**src/rtl/int_ctrl_pkg.sv**
```systemverilog
// Shared constants, state type and priority helper for the interrupt controller.
package int_ctrl_pkg;

    localparam int unsigned NSRC = 4;

    localparam logic [7:0] INT_EN_OFS   = 8'd0;
    localparam logic [7:0] INT_VEC_OFS  = 8'd1;
    localparam logic [7:0] PENDING_OFS  = 8'd2;
    localparam logic [7:0] STATUS_OFS   = 8'd3;
    localparam logic [7:0] RET_SAVE_OFS = 8'd4;
    localparam logic [7:0] EOI_OFS      = 8'd5;
    localparam logic [7:0] NREGS        = 8'd6;

    typedef enum logic [1:0] {
        IDLE    = 2'd0,
        REQ     = 2'd1,
        SERVICE = 2'd2
    } state_t;

    // Lowest-index set bit wins.
    function automatic logic [1:0] prio_pick(input logic [NSRC-1:0] req);
        logic [1:0] pick;
        logic       found;
        pick  = '0;
        found = 1'b0;
        for (int unsigned i = 0; i < NSRC; i++) begin
            if (req[i] && !found) begin
                pick  = 2'(i);
                found = 1'b1;
            end
        end
        return pick;
    endfunction

endpackage

```
**src/rtl/irq_edge_detect.sv**
```systemverilog
// Per-source rising-edge detector: registers the previous level of each line.
module irq_edge_detect
    import int_ctrl_pkg::*;
(
    input  logic            clock,
    input  logic            reset,
    input  logic [NSRC-1:0] irq_src,
    output logic [NSRC-1:0] rise
);

    logic [NSRC-1:0] prev;

    always_ff @(posedge clock or posedge reset) begin
        if (reset) prev <= '0;
        else       prev <= irq_src;
    end

    assign rise = irq_src & ~prev;

endmodule

```
**src/rtl/int_controller.sv**
```systemverilog
// Four-source interrupt controller: pending latch, fixed-priority arbiter,
// one-cycle CPU request and memory-mapped byte register block.
module int_controller
    import int_ctrl_pkg::*;
#(
    parameter logic [7:0] BASE_ADDR = 8'hF0,
    parameter logic [7:0] VEC_RESET = 8'h00
) (
    input  logic            clock,
    input  logic            reset,
    input  logic [NSRC-1:0] irq_src,
    output logic            int_req,
    output logic [7:0]      int_en,
    output logic [7:0]      int_vec,
    input  logic [7:0]      ret_addr,
    input  logic [7:0]      addr,
    input  logic [7:0]      w_data,
    input  logic            w_en,
    output logic [7:0]      r_data
);

    state_t          state_q, state_d;
    logic [NSRC-1:0] rise;
    logic [NSRC-1:0] pending;
    logic [NSRC-1:0] eligible;
    logic [NSRC-1:0] grant_clr;
    logic [NSRC-1:0] w1c_clr;
    logic [1:0]      winner;
    logic [1:0]      id;
    logic            in_service;
    logic [7:0]      ret_save;
    logic [7:0]      ofs;
    logic            hit;
    logic            take;
    logic            eoi_wr;

    irq_edge_detect u_edge (
        .clock   (clock),
        .reset   (reset),
        .irq_src (irq_src),
        .rise    (rise)
    );

    assign ofs      = addr - BASE_ADDR;
    assign hit      = (addr >= BASE_ADDR) && (ofs < NREGS);
    assign eligible = pending & int_en[4:1];
    assign winner   = prio_pick(eligible);
    assign eoi_wr   = w_en && hit && (ofs == EOI_OFS);
    assign take     = (state_q == IDLE) && (state_d == REQ);

    always_ff @(posedge clock or posedge reset) begin
        if (reset) state_q <= IDLE;
        else       state_q <= state_d;
    end

    always_comb begin
        state_d = state_q;
        case (state_q)
            IDLE:    if (int_en[0] && |eligible) state_d = REQ;
            REQ:     state_d = SERVICE;
            SERVICE: if (eoi_wr) state_d = IDLE;
            default: state_d = IDLE;
        endcase
    end

    always_comb begin
        int_req = (state_q == REQ);
    end

    // New edges are OR'd in after both clear sources, so a set always wins.
    always_comb begin
        grant_clr = '0;
        if (take) grant_clr[winner] = 1'b1;
        w1c_clr = '0;
        if (w_en && hit && (ofs == PENDING_OFS)) w1c_clr = w_data[NSRC-1:0];
    end

    always_ff @(posedge clock or posedge reset) begin
        if (reset) begin
            pending    <= '0;
            id         <= '0;
            in_service <= 1'b0;
            ret_save   <= '0;
            int_en     <= '0;
            int_vec    <= VEC_RESET;
        end else begin
            pending <= (pending & ~grant_clr & ~w1c_clr) | rise;
            if (take) begin
                id         <= winner;
                in_service <= 1'b1;
            end else if (eoi_wr && (state_q == SERVICE)) begin
                in_service <= 1'b0;
            end
            if (state_q == REQ) ret_save <= ret_addr;
            if (w_en && hit && (ofs == INT_EN_OFS))  int_en  <= w_data;
            if (w_en && hit && (ofs == INT_VEC_OFS)) int_vec <= w_data;
        end
    end

    always_comb begin
        r_data = '0;
        if (hit) begin
            case (ofs)
                INT_EN_OFS:   r_data = int_en;
                INT_VEC_OFS:  r_data = int_vec;
                PENDING_OFS:  r_data = {4'b0, pending};
                STATUS_OFS:   r_data = {in_service, 5'b0, id};
                RET_SAVE_OFS: r_data = ret_save;
                default:      r_data = '0;
            endcase
        end
    end

endmodule
```
**config.mk**
```make
export PLATFORM = sky130hd
export DESIGN_NAME = int_controller
export DESIGN_NICKNAME = d
export VERILOG_FILES = /design/src/rtl/int_ctrl_pkg.sv /design/src/rtl/irq_edge_detect.sv /design/src/rtl/int_controller.sv
export SDC_FILE = /design/constraint.sdc
export NUM_CORES = 1
export LEC_CHECK = 0
export CAP_MARGIN = 20
export CORE_MARGIN = 3
export CORE_UTILIZATION = 62
export DETAILED_ROUTE_END_ITERATION = 10
export DONT_BUFFER_PORTS = 1
export HOLD_SLACK_MARGIN = 0.08
export PLACE_DENSITY_LB_ADDON = 0.05
export RECOVER_POWER = 50
export SLEW_MARGIN = 20
export SYNTH_ARGS = -nofsm -noshare
export SYNTH_HDL_FRONTEND = slang
export SYNTH_SLANG_ARGS = --single-unit
```
**constraint.sdc**
```tcl
create_clock -name clock -period 1.7 [get_ports clock]
set_input_delay 0.17 -clock clock [delete_from_list [all_inputs] [get_ports clock]]
set_output_delay 0.17 -clock clock [all_outputs]
set_load 0.02 [all_outputs]
```
==> metrics.cfg <==
[detailed_routing]
ant_nets = 0
drtIter0Drc = 103
wl_per_cell_um = 21.87
viasPerCell = 6.481
drt-pass1-iter-count = 4
drc = 0
finalWirelength_um = 4506
vias = 1335

[critical_path]
worst-path-buf-inv = 0
cpMaxStageDelayCell = mux4_2
crit_family = multiplexers
critPathArrivalTime_ps = 1590
endpoint_kind = output port
r2r_start = int_en[1]
critical_path.max_fanout = 7
rr_endpoint = pending[3]
crit_path_start_kind = flip-flop
slowest_delay_ps = 520
r2r_slack_ps = 170
path_cells = mux4_2 -> a22o_4
required_ps = 1530
r2r_cells = 4
worstSetupPathType = flip-flop to output port

[global_routing]
antenna_found_initial = 0
first_global_vias = 1499
grt_pass1_wl_um = 7134
grt.total_usage = 0.2793
overflow = 0
grt_max_degree = 38

[floorplanning]
dieArea_um2 = 3544
io_pins = 56
rows = 18
coreArea_um2 = 2590
fp.dieH_um = 59.53
start_util = 0.6860
die_w_um = 59.53

[min_path]
hp-class = input port to flip-flop
min_path_cells = 4
min_from = addr[1]
whs_endpoint = pending[1]

[synthesis]
synthTopCellsByArea = dfrtp_1 52%, mux2_2 15%, nand2_1 2.5%
synthDistinctLibCells = 33
synth_cells = 135
synth_most_common_cell = dfrtp_1
ys_seq_area_frac = 0.5211
ys.flop_type = dfrtp_1
synth-edff-count = 0
yosys.area.top_type = dfrtp_1
async_reset_ff_frac = 1.000
yosys_warnings = 0
synth_seq_cells = 37
yosys.area.top_type_share = 0.5211
synth_fp_nets = 166
synth.avg_cell_area_um2 = 13.16
synth_common_cells = 37 x dfrtp_1, 24 x mux2_2, 12 x nand2_1
syn-cell-area_um2 = 1777

[placed_design]
dp_hpwl_um = 3034
gp_congestion = 0.7663
placed_area_um2 = 1888
portBuffers = 0

[sta]
worst_slew_pin_slew_ps = 898.6
holdWs_ps = 211.0
timing.slew.headroom = 0.4010
worst_slack_ps = -58.28
rsz0062_at_grt = true
finClkSkew_ps = 11.62
slew_violations = 0
finalHoldViolCount = 0
fin_crit_sh = 1.034
setup_tns_ps = -107.3
setup_viol = 2
period_needed_ps = 1758
fmax_mhz = 568.7

[clock_tree]
clock_latency_ps = 340
clkSinkCount = 37
clockRootBuffer = clkbuf_4
clk_pin_slew_worst_paths_ps = 110
h-tree-depth = 2
cts_buffers = 5
cts.path.max_buffers = 2
cts_tree = built

[run_status]
status = complete, but fails checks
violations = negative setup slack

[pwr]
fin_total_pwr_uw = 1549
max-vdd-ir-drop_mv = 0.7168
power_density_nw_per_um2 = 718.8
leakage_uw = 0.001027

[finish]
final_nets = 206
syn2layout_area_growth_pct = 21.27
multi_input_area_um2 = 785.8
diodes = 0
seq_area_um2 = 929.6
drive_gt1_frac = 0.3125
postLayoutCellArea_um2 = 2155
utilization = 0.8319
fillCellCount = 151

[flow_run]
cap_violations = 0

worst max-delay path by stage:
stage / startpoint / end / depth (start not counted)
final: int_en[1] / r_data[1] / 2
after global placement: int_vec[0] / r_data[0] / 2
after floorplan: int_en[1] / pending[3] / 4
after global routing: int_vec[1] / r_data[1] / 2
after detailed placement: int_en[1] / pending[3] / 4
after CTS: int_vec[1] / r_data[1] / 2
cell type report:
cell class / instances / share of cell area
clock buffers: 8 / 0.02265
inverters: 10 / 0.01742
multi-input cells: 86 / 0.3647
flip-flops and latches: 37 / 0.4315
well taps: 30 / 0.01742
repair buffers: 35 / 0.1463
kinds of logic (layout without fill, tap and decap cells):
kind of cell / after synthesis / count (layout) / share of synthesized area
AOI/OAI and AO/OA: 20 / 20 / 0.1007
muxes: 30 / 30 / 0.2028
DFF: 37 / 37 / 0.5211
and+or+nand+nor: 36 / 36 / 0.1451
buffers and inverters: 12 / 53 / 0.03028
repair_timing:
item                                   in CTS  in global routing
endpoints found under the hold margin      71                  0
pin swaps                                   2                  0
gates resized for setup                     5                  1
buffers inserted                            0                  1
hold buffers                               22                  0
setup endpoints to repair                   2                  3
cells in the final DEF (no fill, tap or decap), drive strengths merged, types with 2 or more instances in the layout:
master,count
mux2,25
dlygate4sd3,22
nand3,4
nor2,3
dfrtp,37
buf,12
a21oi,4
clkbuf,9
nand2,12
nor3,7
mux2i,3
mux4,2
nand4b,3
a22o,3
inv,10
a221o,3
a32o,4
a222oi,3
tightest hold or removal path, cell delays in order:
cell and delay, ps:
nand2_1 60, nor3_2 70, nand2_1 70, a32o_1 150
per-layer routing:
layer / global-route usage / part of all wire / vias up
met1: 0.3473 / 0.38 / 674
met5: 0 / 0 / -
li1: - / - / 584
met4: 0.08544 / 0.018 / 0
met3: 0.07843 / 0.096 / 8
met2: 0.4727 / 0.50 / 69
registers in the layout, summed over array words and instances (netlist names):
name,flops
id,2
in_service,1
int_en,8
int_vec,8
pending,4
ret_save,8
state_q,2
u_edge.prev,4
metrics by stage:
stage | setup WS (ps) | std cells
2_1_floorplan | 194.8 | 135
4_1_cts | -66.13 | 205
5_1_grt | -93.83 | 206
3_5_place_dp | 198.5 | 175
3_3_place_gp | 228.6 | 175
6_report | -58.28 | 206
power breakdown:
part | internal (uW) | total (uW) | switching [uW] | leakage, uW
logic | 87.0 | 162 | 74.5 | 0.000524
clock network | 165 | 436 | 271 | 0.0000265
registers | 907 | 951 | 43.8 | 0.000476
total | 1160 | 1550 | 390 | 0.00103
No activity file was read; power rests on OpenSTA's default activity.
